File: config.mk
export PLATFORM = sky130hd
export DESIGN_NAME = floor_request_scheduler
export DESIGN_NICKNAME = d
export VERILOG_FILES = /design/src/rtl/floor_request_scheduler.sv
export SDC_FILE = /design/constraint.sdc
export NUM_CORES = 1
export LEC_CHECK = 0
export CAP_MARGIN = 15
export CORE_MARGIN = 2
export CORE_UTILIZATION = 53
export CTS_CLUSTER_SIZE = 14
export DETAILED_ROUTE_END_ITERATION = 8
export PLACE_DENSITY = 0.85
export SKIP_CTS_REPAIR_TIMING = 1
export SLEW_MARGIN = 40
export SYNTH_ARGS = -nofsm -noshare
export SYNTH_HDL_FRONTEND = slang
export SYNTH_SLANG_ARGS = --single-unit
File: constraint.sdc
create_clock -name clk -period 2.9 [get_ports clk]
set_clock_uncertainty 0.2 [all_clocks]
set_input_delay 0.87 -clock clk [delete_from_list [all_inputs] [get_ports clk]]
set_output_delay 0.87 -clock clk [all_outputs]
set_load 0.05 [all_outputs]
File: src/rtl/floor_request_scheduler.sv
// Call-button latch and SCAN target selector feeding the elevator state machine.
// Optional macro BUTTON_DEBOUNCE_EN inserts a per-button debounce counter after the synchronizer.
module floor_request_scheduler #(
  parameter int NUM_FLOORS      = 10,
  parameter int DWELL_CYCLES    = 10000000,
  parameter int DEBOUNCE_CYCLES = 50000
) (
  input  logic                  clk,
  input  logic                  rst_n,
  input  logic [NUM_FLOORS-1:0] call_btn,
  input  logic [3:0]            current_floor,
  input  logic                  elev_idle,
  output logic [3:0]            requested_floor,
  output logic [NUM_FLOORS-1:0] pending,
  output logic                  dir_up,
  output logic                  door_open
);

  localparam int DWELL_W = $clog2(DWELL_CYCLES + 1);
  localparam logic [DWELL_W-1:0] DWELL_LAST = DWELL_W'(DWELL_CYCLES - 1);

  typedef enum logic [1:0] {IDLE, SELECT, SERVE, DWELL} state_t;

  state_t                  state_reg, state_next;
  logic [3:0]              req_reg, req_next;
  logic                    dir_reg, dir_next;
  logic                    door_reg, door_next;
  logic [DWELL_W-1:0]      dwell_cnt_reg, dwell_cnt_next;
  logic [NUM_FLOORS-1:0]   pending_reg, pending_next;
  logic [NUM_FLOORS-1:0]   sync1_reg, sync2_reg, prev_reg;
  logic [NUM_FLOORS-1:0]   btn_level, press, clr_mask;
  logic [NUM_FLOORS-1:0]   cur_onehot, req_onehot;
  logic [3:0]              above_floor, below_floor, sel_floor;
  logic                    above_found, below_found, sel_dir, retarget;

  if (NUM_FLOORS < 2 || NUM_FLOORS > 16 || DWELL_CYCLES < 1 || DEBOUNCE_CYCLES < 1) begin : g_param_check
    $error("floor_request_scheduler: parameter out of range");
  end

  always_ff @(posedge clk or negedge rst_n) begin
    if (!rst_n) begin
      sync1_reg <= '0;
      sync2_reg <= '0;
      prev_reg  <= '0;
    end else begin
      sync1_reg <= call_btn;
      sync2_reg <= sync1_reg;
      prev_reg  <= btn_level;
    end
  end

`ifdef BUTTON_DEBOUNCE_EN
  localparam int DEB_W = $clog2(DEBOUNCE_CYCLES + 1);
  localparam logic [DEB_W-1:0] DEB_LAST = DEB_W'(DEBOUNCE_CYCLES);

  // Level flips only after the new value has been seen DEBOUNCE_CYCLES+1 times in a row.
  for (genvar gi = 0; gi < NUM_FLOORS; gi++) begin : g_debounce
    logic [DEB_W-1:0] deb_cnt_reg;
    logic             level_reg;

    always_ff @(posedge clk or negedge rst_n) begin
      if (!rst_n) begin
        deb_cnt_reg <= '0;
        level_reg   <= 1'b0;
      end else if (sync2_reg[gi] == level_reg) begin
        deb_cnt_reg <= '0;
      end else if (deb_cnt_reg == DEB_LAST) begin
        level_reg   <= sync2_reg[gi];
        deb_cnt_reg <= '0;
      end else begin
        deb_cnt_reg <= deb_cnt_reg + 1'b1;
      end
    end

    assign btn_level[gi] = level_reg;
  end
`else
  assign btn_level = sync2_reg;
`endif

  assign press = btn_level & ~prev_reg;

  // Out-of-range floor numbers simply never match any bit.
  always_comb begin
    cur_onehot = '0;
    req_onehot = '0;
    for (int i = 0; i < NUM_FLOORS; i++) begin
      cur_onehot[i] = (current_floor == 4'(i));
      req_onehot[i] = (req_reg == 4'(i));
    end
  end

  always_comb begin
    above_found = 1'b0;
    above_floor = '0;
    below_found = 1'b0;
    below_floor = '0;
    for (int i = NUM_FLOORS - 1; i >= 0; i--) begin
      if (pending_reg[i] && (4'(i) > current_floor)) begin
        above_found = 1'b1;
        above_floor = 4'(i);
      end
    end
    for (int i = 0; i < NUM_FLOORS; i++) begin
      if (pending_reg[i] && (4'(i) < current_floor)) begin
        below_found = 1'b1;
        below_floor = 4'(i);
      end
    end
  end

  always_comb begin
    sel_floor = current_floor;
    sel_dir   = dir_reg;
    if (dir_reg) begin
      if (above_found) begin
        sel_floor = above_floor;
        sel_dir   = 1'b1;
      end else if (below_found) begin
        sel_floor = below_floor;
        sel_dir   = 1'b0;
      end
    end else begin
      if (below_found) begin
        sel_floor = below_floor;
        sel_dir   = 1'b0;
      end else if (above_found) begin
        sel_floor = above_floor;
        sel_dir   = 1'b1;
      end
    end
  end

  // Nearest request in the sweep direction that lies short of the current target.
  assign retarget = dir_reg ? (above_found && (above_floor < req_reg))
                            : (below_found && (below_floor > req_reg));

  always_comb begin
    state_next     = state_reg;
    req_next       = req_reg;
    dir_next       = dir_reg;
    door_next      = door_reg;
    dwell_cnt_next = dwell_cnt_reg;
    clr_mask       = '0;
    case (state_reg)
      IDLE: begin
        req_next = current_floor;
        if (|pending_reg) state_next = SELECT;
      end
      SELECT: begin
        if ((|(pending_reg & cur_onehot)) && elev_idle) begin
          clr_mask       = cur_onehot;
          door_next      = 1'b1;
          dwell_cnt_next = '0;
          state_next     = DWELL;
        end else begin
          req_next   = sel_floor;
          dir_next   = sel_dir;
          state_next = SERVE;
        end
      end
      SERVE: begin
        if ((current_floor == req_reg) && elev_idle) begin
          clr_mask       = req_onehot;
          door_next      = 1'b1;
          dwell_cnt_next = '0;
          state_next     = DWELL;
        end else if (retarget) begin
          req_next = dir_reg ? above_floor : below_floor;
        end
      end
      DWELL: begin
        clr_mask = cur_onehot;
        if (dwell_cnt_reg == DWELL_LAST) begin
          door_next      = 1'b0;
          req_next       = current_floor;
          dwell_cnt_next = '0;
          state_next     = (|pending_reg) ? SELECT : IDLE;
        end else begin
          dwell_cnt_next = dwell_cnt_reg + 1'b1;
        end
      end
      default: state_next = IDLE;
    endcase
    pending_next = (pending_reg | press) & ~clr_mask;
  end

  always_ff @(posedge clk or negedge rst_n) begin
    if (!rst_n) begin
      state_reg     <= IDLE;
      req_reg       <= '0;
      dir_reg       <= 1'b1;
      door_reg      <= 1'b0;
      dwell_cnt_reg <= '0;
      pending_reg   <= '0;
    end else begin
      state_reg     <= state_next;
      req_reg       <= req_next;
      dir_reg       <= dir_next;
      door_reg      <= door_next;
      dwell_cnt_reg <= dwell_cnt_next;
      pending_reg   <= pending_next;
    end
  end

  assign requested_floor = req_reg;
  assign pending         = pending_reg;
  assign dir_up          = dir_reg;
  assign door_open       = door_reg;

endmodule

==> metrics.txt <==
flops & latches, synth 72; FP Rows 32; Slowest-stage cell, CP and4_4; Final Wtd Congestion 0.919; TNS Setup -5480 ps; DIE HEIGHT 94.2 um; minimum clock period 3640 ps; DRT Pass-1 Iters 5; crit path launch current_floor[2]; Most common cell on crit path o211ai_1; fmax 275 MHz; Post-route DRC 0; most frequent cells in the layout 99 x buf_4, 71 x dfrtp_1, 31 x nor2_1, 31 x nand2_1, 27 x inv_1; grt total ovfl 0; Leak approximately 2.6 nW; Startpoint Class primary input; synthesized area about 4300 sq um; FFs w/ async S/R, synth 1.00; kind of critical path primary input to flop; top_reg_cell synth dfrtp_1; CP required 2940 ps; root buf cell clkbuf_8; utilization after layout 0.764; Slew HR 0.558; Final HPWL DP 9190 um; DR vias 4,411; Total GRT Usage 0.294; Synth cell types 78; slowest cell delay on critical path 330 ps; # IOs 33; Die W about 94 um; Top Usage Layer GRT met2; WL final around 13,000 um; Reg clk slew, reported paths 80 ps; Post-synth EDFFs 0; fin crit share 1.25; most common cell after layout, fill and taps aside buf_4; Initial Util 0.552; clock latency at the later pin of the worst-skew pair 350 ps; Vias/cell roughly 6.3; Max-Cap Viols 0; Power Density 388 nW/um^2; Iteration-0 DRC Markers 304; Routed Antenna Nets 0; Place WS -1380 ps; Area growth, synth to finish 38.4%; largest net degree at the start of global routing 33; Critical Path AT 3680 ps; max reg flops 24; Antenna Cells 0; Final WS setup -736 ps; Hold Vio Cnt, Final 0; die area 8870 sq um; met3 track demand over resource 0.0482; hold_sp sync1_reg[0]; IO buf count 32; clock buffer count from CTS 9; status finished, violations left; Core ar. 7810 sq um; unrepaired setup endpoints after global routing yes; Final Slew Violations 0; initial antenna violation count 0; CTS tree built; grt met2 use 0.497; vias in the first global route around 4,100; clock sinks 72; Slew @ Worst Pin 657 ps; Syn Area/Cell 9.29 sq um; # placed instances 670; Seq/Total Area, Yosys 0.418; Max IR drop VDD just over 0.4 mV; share of layout cells above drive strength 1 0.321; yosys warns 0; HP Class flop to flop; critical path, cell by cell buf_6, buf_12, o31a_1, nor3b_2, a21oi_1, o211ai_1, inv_1, ha_2, nor2b_1, o211ai_1, a211o_1, o221a_1, o41ai_4, and4_4, mux2_4; CP max FO 6; Final #Nets between 600 and 700; Cell Count, Final, Fillers Out ~700; RR Startpoint pending[6]; # H-tree levels 3; wire per inst around 19 um; clock tree buffer depth 2; Post-Syn Nets 494; CP endpoint kind flop; final setup vio count 33; first-pass GRT wire length 19,900 um; met1 usage 0.372; Gate Count Post-Synth 464; violated checks negative setup slack
## synthesized netlist by cell type, drive strengths merged (4+ instances only)
master / instances / area, sq um
inv: 29 / 109
nand3: 18 / 95.1
nand2b: 6 / 37.5
clkbuf: 9 / 33.8
and3: 6 / 37.5
a211oi: 4 / 30.0
ha: 13 / 163
nor3: 22 / 115
nand4: 7 / 43.8
a31oi: 4 / 25.0
a41oi: 5 / 43.8
nor2b: 5 / 31.3
mux2: 4 / 56.3
o41ai: 6 / 75.1
xor2: 5 / 43.8
dfrtp: 71 / 1780
nor2: 34 / 128
a221oi: 8 / 70.1
o21ai: 38 / 194
buf: 15 / 103
o31ai: 11 / 97.6
o21a: 10 / 75.1
o211ai: 6 / 63.8
and4: 4 / 37.5
a21oi: 27 / 146
nand2: 31 / 116
nor4: 5 / 31.3
and2: 5 / 31.3
## logic make-up after synthesis
| kind of cell | Yosys count | synth area share |
|---|---|---|
| AO/OA/AOI/OAI | 151 | 0.257 |
| XOR/XNOR | 6 | 0.0122 |
| adder cells (fa/ha/maj) | 13 | 0.0377 |
| buffers and inverters | 53 | 0.0569 |
| flip-flops | 72 | 0.418 |
| multiplexers | 7 | 0.0200 |
| AND/OR/NAND/NOR | 162 | 0.198 |
## cell type report
type | instances | area (sq um)
Multi-Input combinational cell | 339 | 2520
Clock buffer | 11 | 141
Tap cell | 102 | 128
Clock inverter | 5 | 38.8
Fill cell | 532 | 1840
Sequential cell | 72 | 1800
Timing Repair Buffer | 145 | 1230
Inverter | 29 | 113
## report_power, final
group	internal, mW	leakage, nW	switching (mW)
clock	0.340	0.0903	0.383
sequential	1.04	0.869	0.0367
combinational	0.239	1.60	0.277
## worst max-delay path, delay by kind of cell
family,cells,cell delay [ps]
AND/OR/NAND/NOR,3,610
buffers and inverters,3,320
adder cells (fa/ha/maj),1,180
AO/OA/AOI/OAI,7,1400
multiplexers,1,300
## path summary, 6_finish.rpt
check | cells past startpoint | slack, ps | end
setup / recovery | 15 | -740 | requested_floor[0]
hold / removal | 0 | 140 | btn_level[0]
setup reg to reg | 13 | -510 | requested_floor[0]
hold reg to reg | 0 | 140 | btn_level[0]
max in group asynchronous | 2 | 1610 | sync1_reg[0]
min in group asynchronous | 1 | 200 | dwell_cnt_reg[1]
## layer usage
layer  routed length, um  vias to the layer above  part of all wire
met1                5300                     2165              0.40
met5                   0                        -                 0
li1                    -                     2000                 -
met2                6760                      203              0.51
met3                 781                       43             0.059
met4                 463                        0             0.035
## through the flow
stage                     total power [mW]  cell area [sq um]  hold slack [ps]
after detailed placement              1.55               5360              135
after floorplan                       1.32               4350              131
after global placement                1.54               5360              132
final                                 2.31               5970              144
after CTS                             2.27               5540              146
after global routing                  2.40               5970              154
(Power assumes the default switching activity.)
